### config.mk
export PLATFORM = sky130hd
export DESIGN_NAME = exp_shift_cfg_seq
export DESIGN_NICKNAME = d
export VERILOG_FILES = /design/src/rtl/exp_shift_cfg_seq.sv
export SDC_FILE = /design/constraint.sdc
export NUM_CORES = 1
export LEC_CHECK = 0
export CAP_MARGIN = 20
export CORE_MARGIN = 5
export CORE_UTILIZATION = 30
export DETAILED_ROUTE_END_ITERATION = 6
export GPL_TIMING_DRIVEN = 0
export PLACE_DENSITY = 0.61
export SYNTH_ARGS = -nofsm -noshare
export SYNTH_HDL_FRONTEND = slang
export SYNTH_SLANG_ARGS = --single-unit
### constraint.sdc
create_clock -name clk -period 2.5 [get_ports clk]
set_input_delay 0.5 -clock clk [delete_from_list [all_inputs] [get_ports clk]]
set_output_delay 0.5 -clock clk [all_outputs]
set_load 0.05 [all_outputs]
### src/rtl/exp_shift_cfg_seq.sv
// exp_shift_cfg_seq: runtime configuration sequencer for the exponent shifter.
// A config write is accepted only in RUN. It is held pending until the next
// frame boundary of the monitored stream and then applied. After that the
// block reports settle while the exponent average refills over avg_len frames.
// Optional macro EXP_SHIFT_CFG_STATS_EN: when defined, frame_cnt counts frame
// starts; when undefined, frame_cnt is tied to zero.
module exp_shift_cfg_seq #(
    parameter logic [9:0] DEF_FFT_SIZE = 10'd512,
    parameter logic [8:0] DEF_AVG_LEN  = 9'd256
) (
    input  logic        clk,
    input  logic        sync_reset,
    input  logic        cfg_valid,
    input  logic [9:0]  cfg_fft_size,
    input  logic [8:0]  cfg_avg_len,
    output logic        cfg_ready,
    input  logic        mon_tvalid,
    input  logic        mon_tready,
    input  logic [23:0] mon_tuser,
    output logic [9:0]  fft_size,
    output logic [8:0]  avg_len,
    output logic        avg_restart,
    output logic        settle,
    output logic        cfg_err,
    output logic [31:0] frame_cnt
);

    typedef enum logic [1:0] {RUN, PEND, SETTLE} state_t;

    state_t     state;
    state_t     state_next;
    logic [9:0] pend_fft_size;
    logic [8:0] pend_avg_len;
    logic [8:0] settle_cnt;
    logic [8:0] settle_cnt_inc;
    logic       frame_start;
    logic       accept;
    logic       fft_ok;
    logic       avg_ok;
    logic       cfg_ok;
    logic       unused_tuser;

    // Only the FFT bin field of tuser identifies a frame boundary.
    assign unused_tuser   = ^mon_tuser[23:9];
    assign frame_start    = mon_tvalid && mon_tready && (mon_tuser[8:0] == 9'd0);
    assign accept         = cfg_valid && cfg_ready;
    assign settle_cnt_inc = settle_cnt + 9'd1;

    // A legal FFT size is a single set bit between 8 and 512.
    assign fft_ok = ((cfg_fft_size & (cfg_fft_size - 10'd1)) == 10'd0)
                    && (cfg_fft_size >= 10'd8) && (cfg_fft_size <= 10'd512);
    assign avg_ok = (cfg_avg_len != 9'd0) && (cfg_avg_len <= 9'd256);
    assign cfg_ok = fft_ok && avg_ok;

    assign cfg_ready = (state == RUN);
    assign settle    = (state == SETTLE);

    // State register; reset returns to RUN.
    always_ff @(posedge clk or posedge sync_reset) begin
        if (sync_reset) state <= RUN;
        else            state <= state_next;
    end

    // Next-state logic: RUN waits for a legal write, PEND for a frame start,
    // SETTLE for avg_len further frame starts.
    always_comb begin
        state_next = state;
        case (state)
            RUN:     if (accept && cfg_ok) state_next = PEND;
            PEND:    if (frame_start) state_next = SETTLE;
            SETTLE:  if (frame_start && (settle_cnt_inc == avg_len)) state_next = RUN;
            default: state_next = RUN;
        endcase
    end

    // Config datapath: error flag, pending latch, applied values and settle count.
    always_ff @(posedge clk or posedge sync_reset) begin
        if (sync_reset) begin
            fft_size      <= DEF_FFT_SIZE;
            avg_len       <= DEF_AVG_LEN;
            avg_restart   <= 1'b0;
            cfg_err       <= 1'b0;
            pend_fft_size <= 10'd0;
            pend_avg_len  <= 9'd0;
            settle_cnt    <= 9'd0;
        end else begin
            avg_restart <= 1'b0;
            case (state)
                RUN: begin
                    if (accept) begin
                        if (cfg_ok) begin
                            cfg_err       <= 1'b0;
                            pend_fft_size <= cfg_fft_size;
                            pend_avg_len  <= cfg_avg_len;
                        end else begin
                            cfg_err <= 1'b1;
                        end
                    end
                end
                PEND: begin
                    if (frame_start) begin
                        fft_size    <= pend_fft_size;
                        avg_len     <= pend_avg_len;
                        avg_restart <= 1'b1;
                        settle_cnt  <= 9'd0;
                    end
                end
                SETTLE: begin
                    if (frame_start) settle_cnt <= settle_cnt_inc;
                end
                default: ;
            endcase
        end
    end

`ifdef EXP_SHIFT_CFG_STATS_EN
    logic [31:0] frame_cnt_q;

    // Free-running frame-start counter, wrapping naturally at 2^32.
    always_ff @(posedge clk or posedge sync_reset) begin
        if (sync_reset)       frame_cnt_q <= 32'd0;
        else if (frame_start) frame_cnt_q <= frame_cnt_q + 32'd1;
    end

    assign frame_cnt = frame_cnt_q;
`else
    assign frame_cnt = 32'd0;
`endif

endmodule

### Word-level counts from Yosys, hierarchy flattened

Cells that the tools add are included.

| operators by class | value |
|---|---|
| mux-type cells | 10 |
| bitwise operators | 1 |
| $lt $le $gt $ge | 3 |
| add/sub/neg operators | 2 |
| reductions and logical operators | 19 |
| equal/unequal tests | 7 |

Operators with widths:

| kind | count |
|---|---|
| $mux W9 | 2 |
| $pmux W9 S2 | 1 |
| $and A10 B10 Y10 | 1 |
| $ge A10 B4 Y1 const B | 1 |
| $le A10 B10 Y1 const B | 1 |
| $logic_not A10 Y1 | 1 |
| $sub A10 B1 Y10 const B | 1 |
| $add A9 B1 Y9 const B | 1 |
| $eq A9 B9 Y1 | 1 |
| $le A9 B9 Y1 const B | 1 |
| $logic_and A1 B1 Y1 | 9 |
| $logic_not A9 Y1 | 1 |
| $reduce_and A3 Y1 | 3 |
| $reduce_bool A9 Y1 | 1 |
| $mux W2 | 3 |
| $ne A2 B1 Y1 const B | 3 |
| $pmux W2 S3 | 1 |
| $reduce_and A2 Y1 | 2 |
| $mux W1 | 3 |
| $eq A2 B1 Y1 const B | 1 |
| $eq A2 B2 Y1 const B | 1 |
| $logic_not A2 Y1 | 1 |
| $ne A2 B2 Y1 const B | 1 |
| $reduce_bool A2 Y1 | 1 |

| storage, ports and cells | value |
|---|---|
| output and inout port bits | 55 |
| input port bits | 48 |
| bits in registers | 51 |
| word-level logic and storage cells | 50 |

### Longest topological paths before layout

Gate-level depths: netlist of the first run.

| depth | value |
|---|---|
| word-level depth | 9 |
| gate-level depth with buffers | 8 |
| depth with buffers taken out | 6 |

### Least setup slack after synthesis of the first run

Ideal clock, no wire load.

| path | value |
|---|---|
| path type | in2reg |
| start | input cfg_fft_size[4] |
| end | register pend_avg_len[4] |
| setup slack | 472 ps |
| stages | 6 |
| library setup time | 125 ps |
| data required time | 2375 ps |
| buffers on the path | 1 |
| arrival time | 1903 ps |
| path through | or4_1 -> o21ai_1 -> and3_1 -> o211ai_2 -> buf_6 -> mux2_4 |

| between the ends | value |
|---|---|
| cells in the longest elaborated chain, start to end | 7 |
| elaborated cells on any way between the ends | 9 |
| classes of those cells | add/sub (1); order compare (2); bitwise (1); reduce/logical (5) |

Ends and longest elaborated chain:

| what | RTL line | text |
|---|---|---|
| from (decl) | 14 | `input logic [9:0] cfg_fft_size,` |
| $sub A10 B1 Y10 | 50 | `assign fft_ok = ((cfg_fft_size & (cfg_fft_size - 10'd1)) == 10'd0)` |
| $and A10 B10 Y10 | 50 |  |
| $logic_not A10 Y1 | 50 |  |
| $logic_and A1 B1 Y1 | 51 | `&& (cfg_fft_size >= 10'd8) && (cfg_fft_size <= 10'd512);` |
| $logic_and A1 B1 Y1 (*) | 51 |  |
| $logic_and A1 B1 Y1 (*) | 53 | `assign cfg_ok = fft_ok && avg_ok;` |
| $reduce_and A3 Y1 (no source line) (*) | n/a |  |
| to (signal assigned) | 94 | `pend_avg_len <= cfg_avg_len;` |
| to (decl) | 33 | `logic [8:0] pend_avg_len;` |

Every way passes the cells marked *; elsewhere a longest branch is shown, timed or not.
A chain may end at the register's enable or synchronous reset.

### Final worst setup path of the first run

| path | value |
|---|---|
| start | input cfg_fft_size[8] |
| end | register pend_fft_size[3] |

| between the ends | value |
|---|---|
| cells in the longest elaborated chain, start to end | 7 |
| elaborated cells on any way between the ends | 9 |
| classes of those cells | add/sub (1); order compare (2); bitwise (1); reduce/logical (5) |

Ends and longest elaborated chain:

| what | RTL line | text |
|---|---|---|
| $sub A10 B1 Y10 | 50 |  |
| $and A10 B10 Y10 | 50 |  |
| $logic_not A10 Y1 | 50 |  |
| $logic_and A1 B1 Y1 | 51 |  |
| $logic_and A1 B1 Y1 (*) | 51 |  |
| $logic_and A1 B1 Y1 (*) | 53 |  |
| $reduce_and A3 Y1 (no source line) (*) | n/a |  |
| to (signal assigned) | 93 | `pend_fft_size <= cfg_fft_size;` |
| to (decl) | 32 | `logic [9:0] pend_fft_size;` |

Marked as above.

==> qor.txt, run 1 <==
FINAL LAYOUT
--------------------------------------------------------------------------
Final nets ..................................................          424
Area Growth Syn to Fin ......................................        33.5%
Ratio of cells with drive above 1 in the final layout .......        17.8%
Commonest non-fill, non-tap cells in the layout ............. 68 x sky130_fd_sc_hd__nand2_1, 54 x sky130_fd_sc_hd__clkdlybuf4s50_1, 49 x sky130_fd_sc_hd__dfrtp_1
Count of non-filler cells in the finished layout ............          484
Fin util ....................................................        41.5%
Diodes inserted .............................................            0
Most common cell after layout, fill and taps aside .......... sky130_fd_sc_hd__nand2_1
Post-layout instance area ...................................    3650 um^2

GRT
--------------------------------------------------------------------------
Overflow left after global routing ..........................            0
Overall fraction of global-route tracks in use ..............        11.3%
Via count of the first global-routing pass ..................         2162
Antenna violations before repair ............................            0
Pin count of the biggest net entering global routing ........           37
Global-route wire length before repair ......................     10500 um

FLOORPLANNING
--------------------------------------------------------------------------
Row count ...................................................           34
Starting density of the core ................................        31.1%
Die Footprint ...............................................   11100 um^2
CORE AREA ...................................................    8810 um^2
Number of top-level pins ....................................          103
Chip Width ..................................................       105 um
Die Y-Extent ................................................       105 um

ROUTING
--------------------------------------------------------------------------
Aggregate routed wire length ................................      6260 um
Final antenna-violating net count ...........................            0
Detailed Route Iter0 Violations .............................           68
Pre-Repair DR Iteration Count ...............................            6
DR vias .....................................................         2113
Remaining routing DRC violations ............................            0
Average wire length per cell after detail routing ...........      12.9 um
Vias per cell ...............................................         4.37

STA
--------------------------------------------------------------------------
Post-Route Skew .............................................    0.0155 ns
Slew at the pin closest to its max-slew limit ...............     0.596 ns
Setup repair after global routing missed its margin .........        false
Summed negative setup slack over all endpoints ..............         0 ns
Setup violations, final .....................................            0
Final-report max-slew violation count .......................            0
Timing-limited maximum frequency ............................      434 MHz
Time the worst path needs with I/O delays and setup .........      2.31 ns
Final Cycle Share ...........................................        92.2%
Relative max-transition margin ..............................        60.0%
Hold violation count in the final report ....................            0

SYNTHESIS
--------------------------------------------------------------------------
Yosys warning count .........................................            0
Synth Register Bits .........................................           51
Count of unique library cells instantiated by Yosys .........           46
Async set-or-reset flop fraction in the synthesized netlist .         100%
Cell area after technology mapping ..........................    2740 um^2
Post-Synthesis Mean Instance Area ...........................    9.70 um^2
Number of instances in the synthesized netlist ..............          282
Share of the yosys chip area belonging to registers .........        46.8%
Number of synthesized flops with an enable pin ..............            0
Top flip-flop cell by instance count after synthesis ........ sky130_fd_sc_hd__dfrtp_1

CRITICAL PATH
--------------------------------------------------------------------------
Endpoint class of the critical path .........................         flop
Worst r2r src ............................................... settle_cnt[0]
R2r endpoint ................................................     state[1]
Worst setup SP type ......................................... primary input
Crit-path max FO ............................................           10
Number of cells on the worst reg-to-reg path ................            6
Data arrival time of the critical path ......................      2.50 ns
Register-to-register setup slack ............................      0.42 ns
Startpoint-to-endpoint class of the critical path ...........       in2reg
Critical Path RT ............................................      2.69 ns

PWR
--------------------------------------------------------------------------
Combinational Power Share ...................................        16.4%
Worst supply voltage drop on vdd ............................     0.274 mV
Power density cells .........................................  443 nW/um^2
Power Total .................................................      1620 uW
Switching share of power ....................................        27.7%
Leakage Power ...............................................   0.00180 uW
Pint ........................................................      1170 uW
Part of the total power dissipated in the clock network .....        31.4%
Switching power .............................................       449 uW
Portion of total power attributed to sequential cells .......        52.2%

PLACEMENT
--------------------------------------------------------------------------
Placer congestion estimate ..................................        0.786
Placed Cells incl. Taps .....................................          477
Placed instance area ........................................    3560 um^2
Count of input and output buffers ...........................           55
Detailed-placement wirelength estimate ......................      4850 um

WORST HOLD PATH
--------------------------------------------------------------------------
Min-delay worst type ........................................      reg2reg
Hold path startpoint ........................................  fft_size[9]
Cell depth of the worst min-delay path ......................            2
Hold worst-path end .........................................  fft_size[9]

CLOCKING
--------------------------------------------------------------------------
Clock tree from TritonCTS ...................................         done
Number of H-tree levels .....................................            2
CTS clk-pin slew, worst paths ...............................      0.10 ns
Root buffer selected by CTS ................................. sky130_fd_sc_hd__clkbuf_8
Cts-stage hold buffer count .................................            0
Longest Clk Path Bufs .......................................            2
Post-CTS setup-driven buffer insertion count ................            0
Later-pin clock latency in the skew report ..................      0.31 ns
Number of clock sinks seen by CTS ...........................           51
Num CTS Buffers .............................................            5

JOB
--------------------------------------------------------------------------
Max-capacitance violation count .............................            0

STATUS
--------------------------------------------------------------------------
Run status .................................................. finished, final reports clean

==> layer usage <==
metal  track usage [%]  share of wire, %  up-vias
li1                  -                 -     1083
met1              14.7                46      954
met2              18.5                45       73
met3              4.16               8.5        3
met4              1.50              0.35        0
met5                 0                 0        -
==> power groups by stage <==
stage                     sequential, uW  combinational [uW]  clock (uW)
after global routing                 846                 284         560
after global placement               859                 260           0
after CTS                            844                 266         533
final                                844                 266         508
after floorplan                      858                 191           0
after detailed placement             860                 266           0
==> worst max-delay path by stage <==
stage | startpoint | end | cells past startpoint
3_3_place_gp | mon_tready | fft_size[0] | 9
2_1_floorplan | cfg_fft_size[4] | pend_avg_len[4] | 6
3_5_place_dp | mon_tready | fft_size[4] | 9
6_report | cfg_fft_size[8] | pend_fft_size[3] | 7
5_1_grt | mon_tuser[0] | settle_cnt[7] | 8
4_1_cts | mon_tready | settle_cnt[7] | 8
==> per-stage QoR <==
step	worst slack, ns	hold WS (ns)
after floorplan	0.472	0.430
final	0.195	0.467
after global routing	0.0610	0.495
after global placement	-0.313	0.446
after CTS	0.0692	0.471
after detailed placement	-0.340	0.448
==> critical path, cell delays in order <==
cell and delay (ns):
sky130_fd_sc_hd__clkdlybuf4s50_1 0.47, sky130_fd_sc_hd__a2111oi_0 0.58, sky130_fd_sc_hd__nand2_1 0.17, sky130_fd_sc_hd__a21oi_4 0.17
sky130_fd_sc_hd__o211ai_2 0.12, sky130_fd_sc_hd__buf_6 0.18, sky130_fd_sc_hd__mux2_4 0.30
==> flip-flops by register name (all words and copies together), names as in the netlist <==
name,flops
avg_restart,1
avg_len,9
pend_fft_size,10
pend_avg_len,9
fft_size,10
state,2
settle_cnt,9
cfg_err,1
==> cells in the mapped netlist, drive strengths merged, types with 3 or more instances <==
cell	number	share of area, %
a2111oi	3	0.96
and2	4	0.91
buf	35	9.8
nand2b	4	0.91
nor4	4	0.91
mux2	15	8.2
xor2	3	0.96
dfrtp	49	45
nor2	9	1.2
nor3	4	0.73
nor2b	3	0.69
a31oi	4	0.91
o21ai	14	2.6
nand3	9	1.6
inv	4	0.55
xnor2	5	1.6
clkbuf	10	1.4
nand2	68	9.3
nand4	4	0.91
==> cell type report <==
type / instances / area, um^2
Sequential cell: 51 / 1280
Inverter: 4 / 15.0
Timing Repair Buffer: 56 / 569
Multi-Input combinational cell: 213 / 1250
Fill cell: 860 / 5150
Clock inverter: 2 / 13.8
Clock buffer: 6 / 82.6
Buffer: 44 / 304
Tap cell: 108 / 135
==> timing repair <==
action                                  4_1_cts  5_1_grt
hold endpoints to repair                      0        0
resized for setup                             1        5
endpoints found under the setup margin        5       18
==> logic make-up (layout without fill, tap and decap cells) <==
group	Yosys count	count (layout)	share of synthesized area, %
simple gates	119	119	20.2
flops	51	51	46.8
buf+inv	49	112	11.7
compound gates	37	37	9.56
mux	15	15	8.23
xor+xnor	8	8	2.56
fa+ha+maj	2	2	0.823
other cells	1	32	0.137
Power figures use the tool's default switching activity.
==> run 2: changes to the inputs <==
- PLACE_DENSITY: 0.61 -> 0.63
- clock period: 2.5 -> 1.86 ns (I/O delays scaled with it)
==> run 2 against run 1 <==
Register-to-register slack got worse by 0.30 ns; wire length grew 7.5%; non-clock buffer count is 7 higher; clock skew decreased by 0.0012 ns; sequential power is 34% higher; critical path type unchanged.
==> qor.txt, run 2 (synthesized netlist as in run 1, its figures left out) <==
ROUTING
--------------------------------------------------------------------
DR vias ...............................................         2215   was 2113
Final antenna-violating net count .....................            0   unchanged
Pre-Repair DR Iteration Count .........................            4   was 6
Detailed Route Iter0 Violations .......................          105   was 68
Vias per cell .........................................         4.51   was 4.37
Aggregate routed wire length ..........................      6730 um   was 6260 um
Remaining routing DRC violations ......................            0   unchanged
Average wire length per cell after detail routing .....      13.7 um   was 12.9 um

FLOORPLANNING
--------------------------------------------------------------------
Die Footprint .........................................   11100 um^2   unchanged
Die Y-Extent ..........................................       105 um   unchanged
Starting density of the core ..........................        31.1%   unchanged
Chip Width ............................................       105 um   unchanged
CORE AREA .............................................    8810 um^2   unchanged
Row count .............................................           34   unchanged
Number of top-level pins ..............................          103   unchanged

CRITICAL PATH
--------------------------------------------------------------------
Worst Path Buf+Inv ....................................            2   unchanged
Data arrival time of the critical path ................      2.02 ns   was 2.50 ns
Crit path cell chain .................................. clkdlybuf4s50_1 > nor3b_4 > nand2_1 > a21oi_4 > o211ai_4 > buf_6 > mux2_4   was clkdlybuf4s50_1 > a2111oi_0 > nand2_1 > a21oi_4 > o211ai_2 > buf_6 > mux2_4
Crit path largest cell delay ..........................      0.48 ns   was 0.58 ns
Critical Path RT ......................................      2.05 ns   was 2.69 ns
Worst setup SP type ................................... primary input   unchanged
Crit-path max FO ......................................            5   was 10
Endpoint class of the critical path ...................         flop   unchanged
Startpoint-to-endpoint class of the critical path .....       in2reg   unchanged
Top cell family by delay on the critical path ......... buffers and inverters   was compound AO/OA/AOI/OAI gates
Slowest stage cell on the critical path ............... sky130_fd_sc_hd__clkdlybuf4s50_1   was sky130_fd_sc_hd__a2111oi_0

STA
--------------------------------------------------------------------
Hold violation count in the final report ..............            0   unchanged
Final Cycle Share .....................................        98.1%
Fin worst setup slack .................................    0.0356 ns   was 0.195 ns
Final-report max-slew violation count .................            0   unchanged
Time the worst path needs with I/O delays and setup ...      1.82 ns
Slew at the pin closest to its max-slew limit .........     0.515 ns   was 0.596 ns
Timing-limited maximum frequency ......................      548 MHz
Summed negative setup slack over all endpoints ........         0 ns   unchanged
Post-Route Skew .......................................    0.0143 ns   was 0.0155 ns
Relative max-transition margin ........................        65.8%   was 60.0%
Setup violations, final ...............................            0   unchanged

JOB
--------------------------------------------------------------------
Max-capacitance violation count .......................            0   unchanged

FINAL LAYOUT
--------------------------------------------------------------------
Commonest non-fill, non-tap cells in the layout ....... 67 x sky130_fd_sc_hd__nand2_1, 46 x sky130_fd_sc_hd__dfrtp_1, 41 x sky130_fd_sc_hd__buf_4   was 68 x sky130_fd_sc_hd__nand2_1, 54 x sky130_fd_sc_hd__clkdlybuf4s50_1, 49 x sky130_fd_sc_hd__dfrtp_1
Area Growth Syn to Fin ................................        41.4%   was 33.5%
Largest registers ..................................... fft_size (10), pend_fft_size (10)   unchanged
Number of fill cells ..................................          871   was 860
Ratio of cells with drive above 1 in the final layout .        27.7%   was 17.8%
FF/Latch Area .........................................    1280 um^2   about the same
Final nets ............................................          431   was 424
Diodes inserted .......................................            0   unchanged
Most common cell after layout, fill and taps aside .... sky130_fd_sc_hd__nand2_1   unchanged
Footprint of the multi-input gates ....................    1440 um^2   was 1250 um^2

CLOCKING
--------------------------------------------------------------------
CTS clk-pin slew, worst paths .........................      0.10 ns   about the same
Number of clock sinks seen by CTS .....................           51   unchanged
Clock tree from TritonCTS .............................         done   unchanged
Number of H-tree levels ...............................            2   unchanged
Longest Clk Path Bufs .................................            2   unchanged
Root buffer selected by CTS ........................... sky130_fd_sc_hd__clkbuf_8   unchanged
Later-pin clock latency in the skew report ............      0.31 ns   about the same
Cts-stage hold buffer count ...........................            0   unchanged
Num CTS Buffers .......................................            5   unchanged

GRT
--------------------------------------------------------------------
Antenna violations before repair ......................            0   unchanged
Pin count of the biggest net entering global routing ..           32   was 37
Global-route wire length before repair ................     10800 um   was 10500 um
Overflow left after global routing ....................            0   unchanged
Via count of the first global-routing pass ............         2226   was 2162
Overall fraction of global-route tracks in use ........        11.7%   was 11.3%

PWR
--------------------------------------------------------------------
Power density cells ...................................  559 nW/um^2   was 443 nW/um^2
Worst supply voltage drop on vdd ......................     0.279 mV   was 0.274 mV
Leakage Power .........................................   0.00202 uW   was 0.00180 uW

WORST HOLD PATH
--------------------------------------------------------------------
Min-delay worst type ..................................     in2async   was reg2reg

STATUS
--------------------------------------------------------------------
Run status ............................................ finished, final reports clean   unchanged

PLACEMENT
--------------------------------------------------------------------
Count of input and output buffers .....................           55   unchanged
Detailed-placement wirelength estimate ................      4900 um   was 4850 um
Placer congestion estimate ............................        0.787   was 0.786
Dpl ws ................................................    -0.793 ns   was -0.340 ns

[run 2: cell count changes in the layout (fill, tap and decap cells not counted), sizes merged]
cell / change
clkdlybuf4s50: -35
dlygate4sd2: +22
buf: +15
dlymetal6s2s: +7
clkbuf: -4
clkdlybuf4s15: +1
clkinv: +1
[run 2: power by group]
| group | total, uW | leakage (uW) | internal (uW) | switching, uW |
|---|---|---|---|---|
| logic | 386 | 0.00129 | 146 | 239 |
| registers | 1130 | 0.000682 | 1120 | 10.6 |
| clock network | 642 | 0.0000483 | 266 | 376 |
| total | 2160 | 0.00202 | 1540 | 626 |
[run 2: per-layer routing]
layer / GRT usage (%) / routed length (um) / up-vias
li1: - / - / 1093
met1: 14.9 / 2930 / 1021
met2: 19.6 / 3200 / 97
met3: 3.42 / 579 / 4
met4: 2.72 / 27 / 0
met5: 0 / 0 / -
[run 2: area by class of cell]
type	count	area share (%)
repair buffers	67	16.0
multi-input cells	213	37.1
well taps	108	3.49
inverters	4	0.388
flip-flops and latches	51	33.2
clock inverters	3	0.485
clock buffers	5	1.78
plain buffers	40	7.51
[run 2: worst paths after layout]
| check | start | end | slack, ns | depth (start not counted) |
|---|---|---|---|---|
| max reg2reg | state[1] | pend_avg_len[0] | 0.12 | 6 |
| min reg2reg | fft_size[9] | fft_size[9] | 0.47 | 2 |
| max | cfg_valid | pend_avg_len[0] | 0.04 | 7 |
| max in group asynchronous | sync_reset | fft_size[9] | 0.89 | 3 |
| min | sync_reset | settle_cnt[4] | 0.38 | 2 |
| min in group clk | cfg_fft_size[6] | pend_fft_size[6] | 0.38 | 2 |
[run 2: what timing repair did]
action | 4_1_cts | 5_1_grt
buffers inserted | 4 | 5
cloned | 0 | 2
pin swaps | 2 | 15
setup endpoints to repair | 71 | 40
gates resized for setup | 56 | 43
[run 2: per-stage QoR]
step	total power, uW	hold slack (ns)	area, um^2	std cells	utilization (%)
after detailed placement	1510	0.444	3570	477	40.5
after global placement	1510	0.448	3550	476	40.3
after floorplan	1410	0.430	2860	313	-
final	2160	0.380	3870	491	43.9
after global routing	2260	0.391	3870	491	43.9
after CTS	2160	0.391	3720	485	42.3
==> run 3: changes to the inputs <==
- CTS_CLUSTER_SIZE: not set -> 14
- PLACE_DENSITY: 0.63 -> 0.7
==> run 3 against run 2 <==
Critical endpoint is now pend_avg_len[3]; maximum frequency fell by 0.54%; worst setup slack got worse by 0.0099 ns; flip-flop and latch count did not move; combinational power rose by 2%; highest routed layer unchanged; largest power group unchanged.
==> qor.txt, run 3 (synthesized netlist as in run 1, its figures left out) <==
STA
----------------------------------------------------------------------
Setup violations, final .................................            0   unchanged
Fin worst setup slack ...................................    0.0257 ns   was 0.0356 ns
Relative max-transition margin ..........................        64.2%   was 65.8%
Timing-limited maximum frequency ........................      545 MHz   was 548 MHz
Hold violation count in the final report ................            0   unchanged
Final-report max-slew violation count ...................            0   unchanged
Slew at the pin closest to its max-slew limit ...........     0.540 ns   was 0.515 ns
Final Cycle Share .......................................        98.6%   was 98.1%
Time the worst path needs with I/O delays and setup .....      1.83 ns   was 1.82 ns
Post-Route Skew .........................................   0.00935 ns   was 0.0143 ns

FLOORPLANNING
----------------------------------------------------------------------
CORE AREA ...............................................    8810 um^2   unchanged
Die Y-Extent ............................................       105 um   unchanged
Starting density of the core ............................        31.1%   unchanged
Number of top-level pins ................................          103   unchanged
Die Footprint ...........................................   11100 um^2   unchanged
Chip Width ..............................................       105 um   unchanged
Row count ...............................................           34   unchanged

CRITICAL PATH
----------------------------------------------------------------------
Startpoint-to-endpoint class of the critical path .......       in2reg   unchanged
Crit-path max FO ........................................            5   unchanged
Endpoint class of the critical path .....................         flop   unchanged
Worst setup SP type ..................................... primary input   unchanged
Crit path largest cell delay ............................      0.57 ns   was 0.48 ns
Slowest stage cell on the critical path ................. sky130_fd_sc_hd__or4_4   was sky130_fd_sc_hd__clkdlybuf4s50_1
Data arrival time of the critical path ..................      2.04 ns   was 2.02 ns
Crit path cell chain .................................... buf_2 > or4_4 > o21ai_4 > and3_4 > o211ai_4 > buf_6 > mux2_4   was clkdlybuf4s50_1 > nor3b_4 > nand2_1 > a21oi_4 > o211ai_4 > buf_6 > mux2_4
Critical Path RT ........................................      2.06 ns   was 2.05 ns

FINAL LAYOUT
----------------------------------------------------------------------
Most common cell after layout, fill and taps aside ...... sky130_fd_sc_hd__nand2_1   unchanged
Number of fill cells ....................................          844   was 871
Commonest non-fill, non-tap cells in the layout ......... 67 x sky130_fd_sc_hd__nand2_1, 50 x sky130_fd_sc_hd__buf_4, 47 x sky130_fd_sc_hd__dfrtp_1   was 67 x sky130_fd_sc_hd__nand2_1, 46 x sky130_fd_sc_hd__dfrtp_1, 41 x sky130_fd_sc_hd__buf_4
Diodes inserted .........................................            0   unchanged
Footprint of the multi-input gates ......................    1440 um^2   unchanged
Ratio of cells with drive above 1 in the final layout ...        29.4%   was 27.7%
Final nets ..............................................          439   was 431
FF/Latch Area ...........................................    1280 um^2   about the same
Area Growth Syn to Fin ..................................        44.2%   was 41.4%
Largest registers ....................................... fft_size (10), pend_fft_size (10)   unchanged

GRT
----------------------------------------------------------------------
Pin count of the biggest net entering global routing ....           32   unchanged
Via count of the first global-routing pass ..............         2299   was 2226
Overflow left after global routing ......................            0   unchanged
Global-route wire length before repair ..................     11300 um   was 10800 um
Antenna violations before repair ........................            0   unchanged
Overall fraction of global-route tracks in use ..........        12.4%   was 11.7%

CLOCKING
----------------------------------------------------------------------
Number of clock sinks seen by CTS .......................           51   unchanged
Clock tree from TritonCTS ...............................         done   unchanged
CTS clk-pin slew, worst paths ...........................      0.11 ns   was 0.10 ns
Later-pin clock latency in the skew report ..............      0.31 ns   about the same
Number of H-tree levels .................................            2   unchanged
Num CTS Buffers .........................................            5   unchanged
Cts-stage hold buffer count .............................            0   unchanged
Longest Clk Path Bufs ...................................            2   unchanged
Root buffer selected by CTS ............................. sky130_fd_sc_hd__clkbuf_8   unchanged

JOB
----------------------------------------------------------------------
Max-capacitance violation count .........................            0   unchanged

ROUTING
----------------------------------------------------------------------
Average wire length per cell after detail routing .......      13.8 um   was 13.7 um
Aggregate routed wire length ............................      6910 um   was 6730 um
Detail Route met2 WL ....................................      3420 um   was 3200 um
Routed wl met3 ..........................................       503 um   was 579 um
Pre-Repair DR Iteration Count ...........................            4   unchanged
Remaining routing DRC violations ........................            0   unchanged
Final antenna-violating net count .......................            0   unchanged
DR vias .................................................         2269   was 2215
Top metal layer carrying routed signals .................         met4   unchanged
Detailed Route Iter0 Violations .........................          109   was 105
Routed length on met1 ...................................      2850 um   was 2930 um
Vias per cell ...........................................         4.55   was 4.51

PLACEMENT
----------------------------------------------------------------------
Count of input and output buffers .......................           55   unchanged
Placer congestion estimate ..............................        0.806   was 0.787
Detailed-placement wirelength estimate ..................      4980 um   was 4900 um
Dpl ws ..................................................    -0.856 ns   was -0.793 ns

PWR
----------------------------------------------------------------------
Combinational Power Share ...............................        17.7%   was 17.8%
Power Total .............................................      2220 uW   was 2160 uW
Worst supply voltage drop on vdd ........................     0.365 mV   was 0.279 mV
Power density cells .....................................  562 nW/um^2   was 559 nW/um^2
Part of the total power dissipated in the clock network .        31.1%   was 29.7%
Switching share of power ................................        30.0%   was 29.0%
Leakage Power ...........................................   0.00209 uW   was 0.00202 uW
Switching power .........................................       664 uW   was 626 uW
Portion of total power attributed to sequential cells ...        51.2%   was 52.5%
Pint ....................................................      1550 uW   was 1540 uW

WORST HOLD PATH
----------------------------------------------------------------------
Min-delay worst type ....................................     in2async   unchanged

STATUS
----------------------------------------------------------------------
Run status .............................................. finished, final reports clean   unchanged

run 3: metal layers:
layer / GRT usage [%] / up-vias
met5: 0 / -
met4: 4.12 / 0
met3: 3.36 / 10
met2: 21.7 / 89
met1: 14.7 / 1056
li1: - / 1114
run 3: stage by stage:
step	utilization, %	std cells	hold slack [ns]	instance area, um^2	setup TNS [ns]
after detailed placement	40.5	477	0.457	3570	-33.32
after global placement	40.3	476	0.447	3550	-64.47
after floorplan	-	313	0.430	2860	-0.238
final	44.8	499	0.386	3950	0
after CTS	43.7	495	0.410	3850	0
after global routing	44.8	499	0.380	3950	-0.172
run 3: path summary, 6_finish.rpt:
kind,startpoint,end,slack [ns],cells past startpoint
setup / recovery,cfg_fft_size[8],pend_avg_len[3],0.03,7
hold / removal,sync_reset,settle_cnt[2],0.39,2
setup reg to reg,settle_cnt[1],state[1],0.15,6
hold reg to reg,pend_fft_size[0],fft_size[0],0.48,2
max in group asynchronous,sync_reset,fft_size[9],0.89,3
min in group clk,cfg_fft_size[4],pend_fft_size[4],0.39,2
run 3: layout make-up:
type	instances	share of cell area (%)
Buffer	40	7.55
Sequential cell	51	32.5
Clock inverter	3	0.666
Clock buffer	5	1.74
Timing Repair Buffer	75	17.3
Tap cell	108	3.43
Multi-Input combinational cell	213	36.4
Inverter	4	0.381
run 3: critical path, delay by kind of cell:
kind	cells	cell delay [ns]
and+or+nand+nor	2	0.79
buffers and inverters	2	0.31
muxes	1	0.30
AOI/OAI and AO/OA	2	0.27
run 3: repair_timing:
action,in CTS,in global routing
gates cloned,2,0
pin swaps,10,13
setup endpoints to repair,70,38
setup buffers,12,5
resized for setup,63,36
run 3: power by group through the flow:
stage | Combinational [uW] | Sequential, uW | Clock, uW
after CTS | 383 | 1130 | 710
after global routing | 417 | 1140 | 755
after detailed placement | 358 | 1160 | 0
after global placement | 349 | 1160 | 0
after floorplan | 258 | 1150 | 0
final | 392 | 1130 | 691
